--- src/rtl/signed_shift_divide_pkg.sv ---
// Shared definitions for the 4-bit signed restoring divider: width, iteration count, FSM encodings.
package divide_defs;
  localparam int DIV_W     = 4;
  localparam int DIV_ITERS = DIV_W;

  localparam logic [2:0] ST_IDLE = 3'd0;
  localparam logic [2:0] ST_LOAD = 3'd1;
  localparam logic [2:0] ST_ITER = 3'd2;
  localparam logic [2:0] ST_FIX  = 3'd3;
  localparam logic [2:0] ST_DONE = 3'd4;
endpackage

--- src/rtl/signed_shift_divide_complement_to_2.sv ---
// Two's-complement negation with enable; passes the value through unchanged when disabled.
module divide_complement_to_2
  import divide_defs::*;
(
  input  logic             i_en,
  input  logic [DIV_W-1:0] i_val,
  output logic [DIV_W-1:0] o_val
);

  logic [DIV_W-1:0] w_neg;

  assign w_neg = ~i_val + {{(DIV_W-1){1'b0}}, 1'b1};
  assign o_val = i_en ? w_neg : i_val;

endmodule

--- src/rtl/signed_shift_divide.sv ---
// Sequential 4-bit signed restoring divider, fixed 8-cycle operation with done strobe and flags.
// Build option DIVIDE_REMAINDER_EN: when defined, the signed remainder is driven; otherwise it reads 0.
module signed_shift_divide
  import divide_defs::*;
(
  input  logic                    clk,
  input  logic                    rst,
  input  logic                    start,
  input  logic signed [DIV_W-1:0] a,
  input  logic signed [DIV_W-1:0] b,
  output logic signed [DIV_W-1:0] quotient,
  output logic signed [DIV_W-1:0] remainder,
  output logic                    div_by_zero,
  output logic                    overflow,
  output logic                    busy,
  output logic                    divide_done
);

  logic [2:0]              r_state;
  logic [1:0]              r_cnt;
  logic signed [DIV_W-1:0] r_a;
  logic signed [DIV_W-1:0] r_b;
  logic [DIV_W-1:0]        r_q;
  logic [DIV_W-1:0]        r_rem;
  logic [DIV_W-1:0]        r_mag_b;
  logic                    r_qsign;
  logic signed [DIV_W-1:0] r_quotient;
  logic                    r_div_by_zero;
  logic                    r_overflow;

  logic [DIV_W-1:0]        w_mag_a;
  logic [DIV_W-1:0]        w_mag_b;
  logic [DIV_W-1:0]        w_q_fix;
  logic [DIV_W:0]          w_shift;
  logic [DIV_W:0]          w_diff;
  logic                    w_ge;
  logic                    w_ovf_case;

  divide_complement_to_2 u_mag_a (.i_en(r_a[DIV_W-1]), .i_val(r_a), .o_val(w_mag_a));
  divide_complement_to_2 u_mag_b (.i_en(r_b[DIV_W-1]), .i_val(r_b), .o_val(w_mag_b));
  divide_complement_to_2 u_fix_q (.i_en(r_qsign),      .i_val(r_q), .o_val(w_q_fix));

  // Trial remainder is 5 bits wide; after restoring it is always below |b| <= 8, so 4 bits are stored.
  assign w_shift    = {r_rem, r_q[DIV_W-1]};
  assign w_ge       = (w_shift >= {1'b0, r_mag_b});
  assign w_diff     = w_shift - {1'b0, r_mag_b};
  assign w_ovf_case = (r_a == 4'b1000) && (r_b == 4'b1111);

`ifdef DIVIDE_REMAINDER_EN
  logic                    r_rsign;
  logic signed [DIV_W-1:0] r_remainder;
  logic [DIV_W-1:0]        w_rem_fix;

  divide_complement_to_2 u_fix_r (.i_en(r_rsign), .i_val(r_rem), .o_val(w_rem_fix));

  always_ff @(posedge clk or posedge rst) begin
    if (rst) begin
      r_rsign     <= 1'b0;
      r_remainder <= '0;
    end else begin
      if (r_state == ST_LOAD)
        r_rsign <= r_a[DIV_W-1];
      if (r_state == ST_FIX) begin
        if (r_mag_b == '0)
          r_remainder <= r_a;
        else if (w_ovf_case)
          r_remainder <= '0;
        else
          r_remainder <= w_rem_fix;
      end
    end
  end

  assign remainder = r_remainder;
`else
  assign remainder = '0;
`endif

  always_ff @(posedge clk or posedge rst) begin
    if (rst) begin
      r_state       <= ST_IDLE;
      r_cnt         <= '0;
      r_a           <= '0;
      r_b           <= '0;
      r_q           <= '0;
      r_rem         <= '0;
      r_mag_b       <= '0;
      r_qsign       <= 1'b0;
      r_quotient    <= '0;
      r_div_by_zero <= 1'b0;
      r_overflow    <= 1'b0;
    end else begin
      case (r_state)
        ST_IDLE: begin
          if (start) begin
            r_a     <= a;
            r_b     <= b;
            r_state <= ST_LOAD;
          end
        end
        ST_LOAD: begin
          r_q     <= w_mag_a;
          r_mag_b <= w_mag_b;
          r_qsign <= r_a[DIV_W-1] ^ r_b[DIV_W-1];
          r_rem   <= '0;
          r_cnt   <= '0;
          r_state <= ST_ITER;
        end
        ST_ITER: begin
          r_rem <= w_ge ? w_diff[DIV_W-1:0] : w_shift[DIV_W-1:0];
          r_q   <= {r_q[DIV_W-2:0], w_ge};
          r_cnt <= r_cnt + 2'd1;
          if (r_cnt == 2'(DIV_ITERS - 1))
            r_state <= ST_FIX;
        end
        ST_FIX: begin
          if (r_mag_b == '0) begin
            r_quotient    <= '0;
            r_div_by_zero <= 1'b1;
            r_overflow    <= 1'b0;
          end else if (w_ovf_case) begin
            r_quotient    <= 4'b0111;
            r_div_by_zero <= 1'b0;
            r_overflow    <= 1'b1;
          end else begin
            r_quotient    <= w_q_fix;
            r_div_by_zero <= 1'b0;
            r_overflow    <= 1'b0;
          end
          r_state <= ST_DONE;
        end
        ST_DONE: r_state <= ST_IDLE;
        default: r_state <= ST_IDLE;
      endcase
    end
  end

  assign quotient    = r_quotient;
  assign div_by_zero = r_div_by_zero;
  assign overflow    = r_overflow;
  assign busy        = (r_state != ST_IDLE);
  assign divide_done = (r_state == ST_DONE);

endmodule

--- config.mk ---
export PLATFORM = sky130hd
export DESIGN_NAME = signed_shift_divide
export DESIGN_NICKNAME = d
export VERILOG_FILES = /design/src/rtl/signed_shift_divide_pkg.sv /design/src/rtl/signed_shift_divide_complement_to_2.sv /design/src/rtl/signed_shift_divide.sv
export SDC_FILE = /design/constraint.sdc
export NUM_CORES = 1
export LEC_CHECK = 0
export BUFFER_PORTS_ARGS = -buffer_cell sky130_fd_sc_hd__buf_2
export CORE_UTILIZATION = 54
export DETAILED_ROUTE_END_ITERATION = 16
export GPL_ROUTABILITY_DRIVEN = 0
export PLACE_DENSITY = 0.73
export SYNTH_ARGS = -nofsm -noshare
export SYNTH_HDL_FRONTEND = slang
export SYNTH_HIERARCHICAL = 1
export SYNTH_SLANG_ARGS = --single-unit
--- constraint.sdc ---
create_clock -name clk -period 2.6 [get_ports clk]
set_clock_uncertainty 0.2 [all_clocks]
set_input_delay 0.26 -clock clk [delete_from_list [all_inputs] [get_ports clk]]
set_output_delay 0.26 -clock clk [all_outputs]
set_load 0.01 [all_outputs]
==> impl_metrics.json <==
{
  "ant_nets": 0,
  "dieArea_um2": 3586,
  "r2r_cells": 6,
  "n_fill_cell": 252,
  "clock.fmax_ghz": 0.4550,
  "dp_cells": 233,
  "grt_pass1_vias": 1305,
  "path_cells": "inv_1 > ha_1 > nand2b_4 > a2111o_1 > a21o_1 > a32o_1",
  "hold_ws_ns": 0.05239,
  "viasPerCell": 5.368,
  "routedWlPerCell_um": 13.77,
  "startpoint_type": "register",
  "r2r_slack_ns": 0.40,
  "io_pins": 23,
  "postCtsSetupBuffers": 0,
  "cp-end-kind": "register",
  "holdCritPathClass": "in2reg",
  "fin_crit_sh": 0.8453,
  "cp.arrival_ns": 2.23,
  "start_util": 0.5784,
  "p_per_area_nw_per_um2": 1358,
  "crit_fanout": 7,
  "layout_commonest_cell": "dfrtp_1",
  "synth_cell_types": 43,
  "placementRows": 20,
  "antenna_cells": 0,
  "synth-seq-cells": 32,
  "required_ns": 2.63,
  "drc": 0,
  "dr.pass1.iters": 4,
  "grt_overflow_total": 0,
  "root_buffer": "clkbuf_4",
  "finalHoldViolCount": 0,
  "htree_levels": 2,
  "fp.dieH_um": 59.88,
  "grt_max_degree": 33,
  "wl_um": 3443,
  "setup_viol": 0,
  "cpMaxStageDelayCell": "a2111o_1",
  "hold_path_end": "r_state[0]",
  "grt_usage": 0.2234,
  "power_leakage_uw": 0.0009919,
  "min_delay_path_depth": 3,
  "cts.sinks": 32,
  "ir_drop_mv": 0.6614,
  "synth_warnings": 6,
  "drt-initial-drc-count": 65,
  "synth_area_per_cell_um2": 10.40,
  "status": "complete, no violations",
  "clk_latency_ns": 0.34,
  "io_buffers": 18,
  "dieWidth_um": 59.88,
  "cts_buffers": 5,
  "critPathMaxStageDelay_ns": 0.51,
  "path_clk_slew_ns": 0.09,
  "ctsResizeCount": 0,
  "hp-start": "start",
  "nets": 225,
  "final_cell_count_no_fill": 250,
  "drive_above_1_share": 0.2476,
  "worstSetupPathType": "reg2reg",
  "final_core_util": 0.6680,
  "rsz0062_at_grt": "false",
  "yosysSeqAreaShare": 0.4426,
  "cts_hold_buffers": 9,
  "layout_common_cells": "32 x dfrtp_1, 18 x buf_2, 17 x inv_1, 17 x nand2_1, 13 x o21ai_0",
  "setup_tns_ns": 0,
  "cap_viol_max_count": 0,
  "clk_path_buf_depth": 2,
  "reg2reg_from": "r_q[3]",
  "fin_crit_ns": 2.198,
  "hpwl_um": 2462,
  "grt_pass1_wl_um": 5775,
  "area_growth_pct": 15.49,
  "antenna_found_initial": 0,
  "syn_inst": 174,
  "dr_total_vias": 1342,
  "reg2reg_to": "r_rem[1]",
  "core_region_area_um2": 3128,
  "maxSlewViolCount": 0,
  "syn_area_um2": 1809,
  "cts_tree": "done"
}
==> state kept, by name, summed over array words and instances, names as in the netlist, 2 cells and up <==
signal    flops
quotient      4
r_a           4
r_b           4
r_cnt         2
r_mag_b       4
r_q           4
r_rem         4
r_state       3
==> cell families after synthesis <==
group                    share of synthesized area
AO/OA/AOI/OAI                               0.1515
XOR/XNOR                                   0.03873
adder cells (fa/ha/maj)                    0.06639
buffers and inverters                      0.07537
flip-flops                                  0.4426
multiplexers                               0.07331
other                                     0.002073
AND/OR/NAND/NOR                             0.1501
==> how the worst max path moves through the flow <==
stage	cells past startpoint	to	start	slack (ns)
after floorplan	6	r_rem[0]	r_q[3]	0.55
after global placement	6	r_rem[0]	r_q[3]	0.48
after detailed placement	6	r_rem[0]	r_q[3]	0.44
after CTS	6	r_rem[0]	r_q[3]	0.41
after global routing	6	r_rem[1]	r_q[3]	0.33
final	6	r_rem[1]	r_q[3]	0.40
==> per-layer routing <==
metal  GRT usage  up-vias  wire [um]
met4     0.06977        0         44
met3     0.06494        5        168
met2      0.3857       38       1753
met5           0        -          0
li1            -      653          -
met1      0.2670      646       1478
==> cell usage after synthesis <==
cell       n  share of area
o21a_1     1         0.0042
nor3b_2    1         0.0069
inv_1     17          0.035
o31ai_2    3          0.021
nor4_1     1         0.0035
or3_4      1         0.0062
a21o_1     2         0.0083
nor3b_1    1         0.0042
a32o_1     3          0.017
ha_1       8          0.055
nor2_4     1         0.0062
o21ai_1    2         0.0055
nor2_1     8          0.017
fa_1       1          0.011
mux2_2    10          0.062
nor3b_4    1          0.010
a21oi_1    3         0.0083
conb_1     1         0.0021
a22o_1     2         0.0097
nand2_1   17          0.035
a2111o_1   1         0.0062
o22ai_1    1         0.0035
dfrtp_1   32           0.44
nor2b_1    2         0.0069
nor3_1     1         0.0028
nand2b_4   1         0.0076
xnor2_1    8          0.039
nand2b_1   3          0.010
or4b_2     1         0.0055
a22oi_1    3          0.012
nand3b_1   1         0.0042
a311o_1    1         0.0055
nand3_1    3         0.0083
mux2i_1    2          0.011
a21o_2     2         0.0097
buf_4      9          0.037
buf_2      1         0.0028
nand4b_1   1         0.0048
o21ai_0   13          0.036
nor2_2     1         0.0035
or2_1      1         0.0035
o41ai_1    1         0.0048
nand4_1    1         0.0035
==> area by class of cell <==
type	instances	area [um^2]	area share
Clock inverter	2	35.03	0.01677
Sequential cell	32	800.8	0.3832
Timing Repair Buffer	31	210.2	0.1006
Clock buffer	6	41.29	0.01976
Inverter	17	63.81	0.03054
Tap cell	44	55.05	0.02635
Multi-Input combinational cell	118	883.3	0.4228
==> metrics by stage <==
step           total power [uW]  area (um^2)  worst slack, ns
6_report                   2837         2090           0.4021
5_1_grt                    3091         2090           0.3278
4_1_cts                    2846         2090           0.4097
3_5_place_dp               2458         1923           0.4352
3_3_place_gp               2372         1923           0.4831
2_1_floorplan              2152         1821           0.5472
==> where the power goes <==
| part | switching [uW] | total [uW] | leakage [uW] | internal (uW) |
|---|---|---|---|---|
| logic | 712 | 1450 | 0.000554 | 733 |
| clock network | 173 | 374 | 0.0000422 | 202 |
| registers | 287 | 1020 | 0.000395 | 730 |
==> worst max-delay path, delay by kind of cell, from the launching register on <==
kind | cells | cell delay (ns)
buf+inv | 1 | 0.07
compound gates | 3 | 0.95
fa+ha+maj | 1 | 0.31
flops | 1 | 0.40
simple gates | 1 | 0.15
Power figures use the tool's default switching activity.
